File: src/rtl/ring_counter_freq.sv
// One-hot walking-bit ring counter advanced by an internal prescaler tick.
// Direction is chosen by mode at each tick; corrupted states recover to bit 0.
module ring_counter_freq #(
  parameter int unsigned WIDTH = 8,
  parameter int unsigned DIV   = 4
) (
  input  logic             mclk,
  input  logic             rst,
  input  logic             mode,
  output logic [WIDTH-1:0] cnt
);

  localparam int unsigned PW = (DIV > 1) ? $clog2(DIV) : 1;

  if (WIDTH < 2 || DIV < 1) begin : g_bad_param
    $error("ring_counter_freq: WIDTH must be >= 2 and DIV >= 1");
  end

  logic [PW-1:0]    r_pre;
  logic [WIDTH-1:0] r_cnt;
  logic             w_tick;
  logic [PW-1:0]    w_pre_nxt;
  logic [WIDTH-1:0] w_cnt_nxt;

  // Prescaler wraps at DIV-1; the wrap edge is the advance edge.
  always_comb begin
    w_tick    = (r_pre == PW'(DIV - 1));
    w_pre_nxt = w_tick ? '0 : r_pre + PW'(1);
  end

  // Ring next state: hold between ticks, reseed if not exactly one-hot.
  always_comb begin
    w_cnt_nxt = r_cnt;
    if (w_tick) begin
      if (!$onehot(r_cnt)) begin
        w_cnt_nxt = WIDTH'(1);
      end else if (mode) begin
        w_cnt_nxt = {r_cnt[0], r_cnt[WIDTH-1:1]};
      end else begin
        w_cnt_nxt = {r_cnt[WIDTH-2:0], r_cnt[WIDTH-1]};
      end
    end
  end

  always_ff @(posedge mclk) begin
    if (rst) begin
      r_pre <= '0;
      r_cnt <= WIDTH'(1);
    end else begin
      r_pre <= w_pre_nxt;
      r_cnt <= w_cnt_nxt;
    end
  end

  assign cnt = r_cnt;

endmodule

File: config.mk
export PLATFORM = sky130hd
export DESIGN_NAME = ring_counter_freq
export DESIGN_NICKNAME = d
export VERILOG_FILES = /design/src/rtl/ring_counter_freq.sv
export SDC_FILE = /design/constraint.sdc
export NUM_CORES = 1
export LEC_CHECK = 0
export ABC_AREA = 1
export CORE_MARGIN = 2
export CORE_UTILIZATION = 25
export CTS_BUF_LIST = sky130_fd_sc_hd__clkbuf_4 sky130_fd_sc_hd__clkbuf_8
export CTS_CLUSTER_SIZE = 40
export DETAILED_ROUTE_END_ITERATION = 6
export PLACE_DENSITY = 0.41
export RECOVER_POWER = 25
export SYNTH_ARGS = -nofsm -noshare
export SYNTH_HDL_FRONTEND = slang
export SYNTH_SLANG_ARGS = --single-unit
export TNS_END_PERCENT = 50
File: constraint.sdc
create_clock -name mclk -period 4.5 [get_ports mclk]
set_input_delay 0.9 -clock mclk [delete_from_list [all_inputs] [get_ports mclk]]
set_output_delay 0.9 -clock mclk [all_outputs]
set_load 0.1 [all_outputs]
### Yosys cells after proc, flatten, opt, wreduce, memory -nomap -nowiden

Index checks and enable logic that the tools add are counted.
W data, S select, Z words.

| word-level totals | value |
|---|---|
| register bits after elaboration | 10 |
| input bits | 3 |
| output and inout bits | 8 |
| logic and storage cells | 15 |

| operators by class | value |
|---|---|
| $add $sub $neg | 8 |
| equal/unequal tests | 2 |
| multiplexer cells | 2 |
| reduce and logical (&&, ||, !) cells | 1 |

Operators by type and width:

| kind | number |
|---|---|
| $mux W8 | 2 |
| $add A1 B1 Y2 | 4 |
| $add A2 B2 Y3 | 2 |
| $add A3 B3 Y4 | 1 |
| $eq A4 B1 Y1 const B | 1 |
| $add A2 B1 Y2 const B | 1 |
| $eq A2 B2 Y1 const B | 1 |
| $reduce_or A2 Y1 | 1 |

### Depth between registers and ports, before layout

Gate-level depths: netlist of run 1.

| depth | value |
|---|---|
| depth in word-level cells | 5 |
| mapped depth | 14 |
| mapped depth without buffers | 14 |

### Worst setup path after synthesis of run 1

OpenSTA, ideal clock, no wires.

| timing | value |
|---|---|
| path kind | register to register |
| from | register r_cnt[0] (netlist: cnt[0]) |
| to | register r_cnt[0] (netlist: cnt[0]) |
| setup time | 0.117 ns |
| arrival time | 3.724 ns |
| required time | 4.383 ns |
| setup slack | 0.659 ns |
| stages on the path, launching flop included | 14 |
| buffers on the path | 0 |
| period minus slack after synthesis | 3.841 ns |
| path through | dfxtp_1 inv_1 fa_1 fa_1 fa_1 inv_1 ha_1 inv_1 fa_1 nand2_1 nor2_1 nand2_1 nor2_1 nor2_1 |

| between the ends | value |
|---|---|
| cells in the longest elaborated chain, start to end | 5 |

RTL lines:

| item | line | RTL |
|---|---|---|
| start, declared | 20 | `logic [WIDTH-1:0] r_cnt;` |
| start signal, assigned | 51 | `r_cnt <= w_cnt_nxt;` |
| $add A1 B1 Y2 (implied by the code) | 35 | `if (!$onehot(r_cnt)) begin` |
| $add A2 B2 Y3 (implied by the code) | 35 |  |
| $add A3 B3 Y4 (implied by the code) | 35 |  |
| $eq A4 B1 Y1 | 35 |  |
| $mux W8 | 35 |  |

No other way between the ends.
A chain may end at the register's enable or synchronous reset.

### Final worst setup path of run 1

Same ends and word-level chain as after synthesis.

==> implementation parameters, run 1 <==
Parameter                              Value

Setup path
  Worst Setup Start Kind    flip-flop
  Cell mode on critical path    sky130_fd_sc_hd__fa_1
  Cells traversed along the worst timing path    inv_1 > fa_1 > fa_1 > fa_1 > inv_1 > ha_1 > inv_1 > fa_1 > nand2_1 > nor2_1 > nand2_1 > nor2_1 > nor2_1
  Maximum fanout along the worst path    8
  Data required, critical path    4670 ps
  Type of the worst setup path    reg2reg
  Endpoint arrival time on the critical path    3480 ps
  Cell with the biggest individual delay on the critical path    sky130_fd_sc_hd__fa_1
  Largest incremental delay on the critical path    560 ps
  Crit end category    flip-flop

Final layout
  Post-layout instance count excluding filler cells    133
  Share of final-layout standard cells stronger than drive strength 1    0.0777
  Antenna diode count    0
  Register area    200 sq um
  Filler cell count in the final layout    293
  Signed area change from the synthesized netlist to the final layout    24.5%
  Net count, final    115
  Multi-input gate area    364 sq um

Timing
  Largest clock skew in the final design    2.77 ps
  Count of final hold-check violations    0
  Hold Worst Slack    421 ps
  Final slew viol count    0
  Max_slew headroom    0.348
  Setup repair after global routing missed its margin    false
  Final Cycle Share    0.736
  Final Setup Violations    0
  Post-layout minimum cycle time    3310 ps
  Top achievable clock speed    0.302 GHz
  Actual transition at the worst max-transition pin    976 ps
  Crit path setup slack, layout    1190 ps
  Setup TNS    0 ps

Job
  Max-Cap Viols    0

Power and ir drop
  Maximum vdd drop    127 uV
  P_leak    0.000388 uW
  Total power density per cell area    314 mW/mm^2

Place
  Pre-CTS setup slack    1170 ps
  PortBufs    10
  Half-perimeter wire length after placement    1.04 mm
  Final weighted congestion of routability-driven global placement    0.789
  Number of cells in the design after placement    129

Clock tree
  Post-CTS clock slew at the launch and capture registers of the worst setup and hold paths    70 ps
  Clock sink total    10
  Buffer type at the clock tree root    sky130_fd_sc_hd__clkbuf_4
  Clock Tree Buf Depth    2
  Number of instances resized during post-cts repair    0
  Clock tree from TritonCTS    done
  Maximum level of the CTS H-tree    1
  Hold-fix buffer count after cts    0
  # Post-CTS Setup Buffers    0
  TritonCTS buffer count    3
  Skew-Pair Late Insertion Delay    270 ps

Global route
  Total congestion overflow after global routing    0
  Global-route wire length before repair    2.42 mm
  Largest net degree at the start of global routing    10
  Vias in the first global route    545
  Initial antenna violation count    0
  GRT Total Usage    0.114

Route
  Number of DRC markers in iteration 0    13
  DRT Pass-1 Iters    4
  Avg Vias per Cell    4.22
  Post-route DRC    0
  Routed via count    561
  Antenna Violating Nets Remaining    0
  Total routed wirelength    1.34 mm
  Per-cell routed wire length    10.0 um

Yosys
  Leading post-synthesis cells by cell area    sky130_fd_sc_hd__dfxtp_1, sky130_fd_sc_hd__nand2_1, sky130_fd_sc_hd__fa_1
  Flip-flop and latch count after synthesis    10
  Netlist Area Pre-Place    649 sq um
  Most area-hungry cell type in the Yosys netlist    sky130_fd_sc_hd__dfxtp_1
  Sequential area share after synthesis    0.308
  Post-Syn Nets    101
  Cell variety after synth    13
  Area share of the leading cell type in the synthesized netlist    0.308
  Average size of a mapped cell    7.22 sq um
  Post-synthesis instance total    90
  Number of warnings printed during yosys synthesis    0

Die
  Core Footprint    0.00248 sq mm
  Die Width    55.0 um
  Io pins    11
  Die Span Y    55.0 um
  Die area    0.00302 sq mm
  Num rows    18
  Initial standard-cell utilization of the core    0.262

Hold path
  HP Class    reg2reg

Run status
  Status    complete, no violations
-- per-layer routing --
| metal | wire (um) | up-vias | global-route usage |
|---|---|---|---|
| met2 | 585 | 13 | 0.161 |
| met1 | 638 | 245 | 0.152 |
| met3 | 79 | 4 | 0.0403 |
| met4 | 31 | 0 | 0.0610 |
| li1 | - | 299 | - |
| met5 | 0 | - | 0 |
-- state kept, by name (all words and copies together), names as in the netlist --
| name | cells |
|---|---|
| cnt | 8 |
| r_pre | 2 |
-- area by class of cell --
cell class                 count  area share
multi-input combinational     61       0.450
sequential                    10       0.248
timing repair buffer          10       0.124
inverter                      18      0.0867
tap                           30      0.0464
clock buffer                   4      0.0449
-- metrics by stage --
stage           util  power (uW)  instance area, sq um
2_1_floorplan      -         156                   649
3_3_place_gp   0.315         176                   779
3_5_place_dp   0.315         176                   779
4_1_cts        0.329         259                   816
5_1_grt        0.326         272                   808
6_report       0.326         254                   808
-- worst paths after layout --
kind | start | endpoint | slack (ps) | cells after the start
max | cnt[0] | cnt[0] | 1190 | 13
min reg2reg | r_pre[0] | r_pre[0] | 420 | 1
min | r_pre[0] | r_pre[0] | 420 | 1
max reg2reg | cnt[0] | cnt[0] | 1190 | 13
-- synthesized netlist by cell type (all sizes together) --
| library cell | count |
|---|---|
| o21ai | 7 |
| inv | 18 |
| buf | 1 |
| nand3 | 8 |
| nor2 | 10 |
| nand2 | 28 |
| fa | 4 |
| ha | 4 |
| dfxtp | 10 |
-- layout by cell type, fill, tap and decap left out, drive strengths merged --
master	n
nor2	10
ha	4
inv	18
clkdlybuf4s50	7
dfxtp	10
fa	4
clkbuf	4
nand2	28
dlygate4sd3	3
nand3	8
o21ai	7
-- cell families (layout without fill, tap and decap cells) --
kind of cell	after synthesis	in the layout	share of synthesized area
flops	10	10	0.308
simple gates	46	46	0.318
fa+ha+maj	8	8	0.200
compound gates	7	7	0.0539
buf+inv	19	32	0.119
-- critical path, delay by kind of cell, from the launching register on --
kind	cells	cell delay [ps]
buffers and inverters	3	230
AND/OR/NAND/NOR	5	540
flip-flops	1	350
adder cells (fa/ha/maj)	5	2090
-- where the power goes --
group / switching [uW] / internal (uW)
Clock: 32.8 / 49.1
Sequential: 3.06 / 93.5
Combinational: 54.7 / 20.4
Total: 90.6 / 163
(Power assumes the default switching activity.)
==> run 2, diff against run 1 <==
- PLACE_DENSITY: 0.41 -> 0.42
- clock period: 4.5 -> 2.7 ns (I/O delays scaled with it)
==> implementation parameters, run 2 (synthesis results as in run 1) <==
Parameter                              Value

Job
  Max-Cap Viols    0

Place
  Final weighted congestion of routability-driven global placement    0.732
  Half-perimeter wire length after placement    1.15 mm
  PortBufs    10
  Area of placed instances    831 sq um

Timing
  Actual transition at the worst max-transition pin    410 ps
  Setup TNS    -2940 ps
  Final Setup Violations    8
  Final slew viol count    0
  Crit path setup slack, layout    -418 ps
  Count of final hold-check violations    0
  Hold Worst Slack    418 ps
  Max_slew headroom    0.726
  Final Cycle Share    1.15
  Top achievable clock speed    0.321 GHz
  Largest clock skew in the final design    0.654 ps
  Post-layout minimum cycle time    3120 ps
  Setup repair after global routing missed its margin    true

Final layout
  Util after Layout    0.358
  Signed area change from the synthesized netlist to the final layout    36.6%
  Net count, final    123
  Post-route cell area    887 sq um
  Max FFs per register    8
  Commonest non-fill, non-tap cell in the layout    sky130_fd_sc_hd__nand2_1
  Most frequent cells in the layout    sky130_fd_sc_hd__nand2_1, sky130_fd_sc_hd__buf_4, sky130_fd_sc_hd__inv_1, sky130_fd_sc_hd__nand3_1, sky130_fd_sc_hd__o21ai_1
  Antenna diode count    0
  Share of final-layout standard cells stronger than drive strength 1    0.342

Setup path
  Worst Setup Start Kind    flip-flop
  Type of the worst setup path    reg2reg
  Flop2flop setup slack    -420 ps
  FF-to-FF Start    cnt[0]
  Crit. Startpoint    cnt[0]
  Maximum fanout along the worst path    8
  Crit end category    flip-flop
  Data required, critical path    2870 ps
  Endpoint arrival time on the critical path    3290 ps

Die
  Num rows    18
  Io pins    11
  Die Width    55.0 um
  Initial standard-cell utilization of the core    0.262
  Die area    0.00302 sq mm
  Die Span Y    55.0 um
  Core Footprint    0.00248 sq mm

Route
  Total routed wirelength    1.44 mm
  Routed via count    604
  DRT Pass-1 Iters    4
  Per-cell routed wire length    10.2 um
  Number of DRC markers in iteration 0    13
  Post-route DRC    0
  Antenna Violating Nets Remaining    0
  Avg Vias per Cell    4.28

Clock tree
  Buffer type at the clock tree root    sky130_fd_sc_hd__clkbuf_4
  Clock tree from TritonCTS    done
  Maximum level of the CTS H-tree    1
  Skew-Pair Late Insertion Delay    270 ps
  Hold-fix buffer count after cts    0
  Clock Tree Buf Depth    2
  TritonCTS buffer count    3
  Clock sink total    10
  Post-CTS clock slew at the launch and capture registers of the worst setup and hold paths    70 ps

Power and ir drop
  Total power density per cell area    503 mW/mm^2
  P_leak    0.000437 uW
  Design Power    446 uW
  Maximum vdd drop    176 uV

Global route
  Vias in the first global route    583
  Largest net degree at the start of global routing    10
  Initial antenna violation count    0
  GRT Total Usage    0.126
  Total congestion overflow after global routing    0
  Global-route wire length before repair    2.59 mm

Run status
  Violations in the final reports    setup timing
  Status    finished with violations

Hold path
  HP Class    reg2reg
  Worst Hold Launch    r_pre[0]
-- run 2: through the flow --
| step | std cells | setup slack (ps) |
|---|---|---|
| detailed placement | 136 | -413 |
| CTS | 141 | -439 |
| floorplan | 90 | -487 |
| finish | 141 | -418 |
| global route | 141 | -578 |
| global placement | 136 | -419 |
-- run 2: repair_timing --
action | CTS | global route
pin swaps | 2 | 3
setup buffers | 1 | 0
gates resized for setup | 2 | 3
setup endpoints to repair | 8 | 8
-- run 2: critical path, cell delays in order, from the launching register on --
cell,delay [ps]
sky130_fd_sc_hd__dfxtp_4,360
sky130_fd_sc_hd__inv_4,30
sky130_fd_sc_hd__fa_1,550
sky130_fd_sc_hd__fa_1,430
sky130_fd_sc_hd__fa_1,430
sky130_fd_sc_hd__inv_1,70
sky130_fd_sc_hd__ha_2,180
sky130_fd_sc_hd__inv_2,40
sky130_fd_sc_hd__fa_1,470
sky130_fd_sc_hd__nand2_1,50
sky130_fd_sc_hd__nor2_2,150
sky130_fd_sc_hd__nand2_4,110
sky130_fd_sc_hd__nor2_2,110
sky130_fd_sc_hd__nor2_1,40
-- run 2: routing by layer --
metal,vias to the layer above,part of all wire,GRT usage
met1,275,0.48,0.155
met5,-,0,0
li1,317,-,-
met2,8,0.46,0.198
met4,0,0.030,0.0976
met3,4,0.031,0.0161
-- run 2: worst paths after layout --
kind               to  cells after the start
max            cnt[0]                     13
min          r_pre[0]                      1
max reg2reg    cnt[0]                     13
min reg2reg  r_pre[0]                      1
-- run 2: area by class of cell --
class / instances / area, sq um
inverter: 18 / 72.6
tap: 30 / 37.5
multi-input combinational: 61 / 387
clock buffer: 4 / 36.3
timing repair buffer: 18 / 140
sequential: 10 / 214
fill: 283 / 1590
-- run 2: where the power goes --
| group | switching, uW | internal (uW) |
|---|---|---|
| logic | 100 | 46.4 |
| registers | 5.10 | 155 |
| clock network | 57.3 | 82.0 |
| total | 163 | 283 |
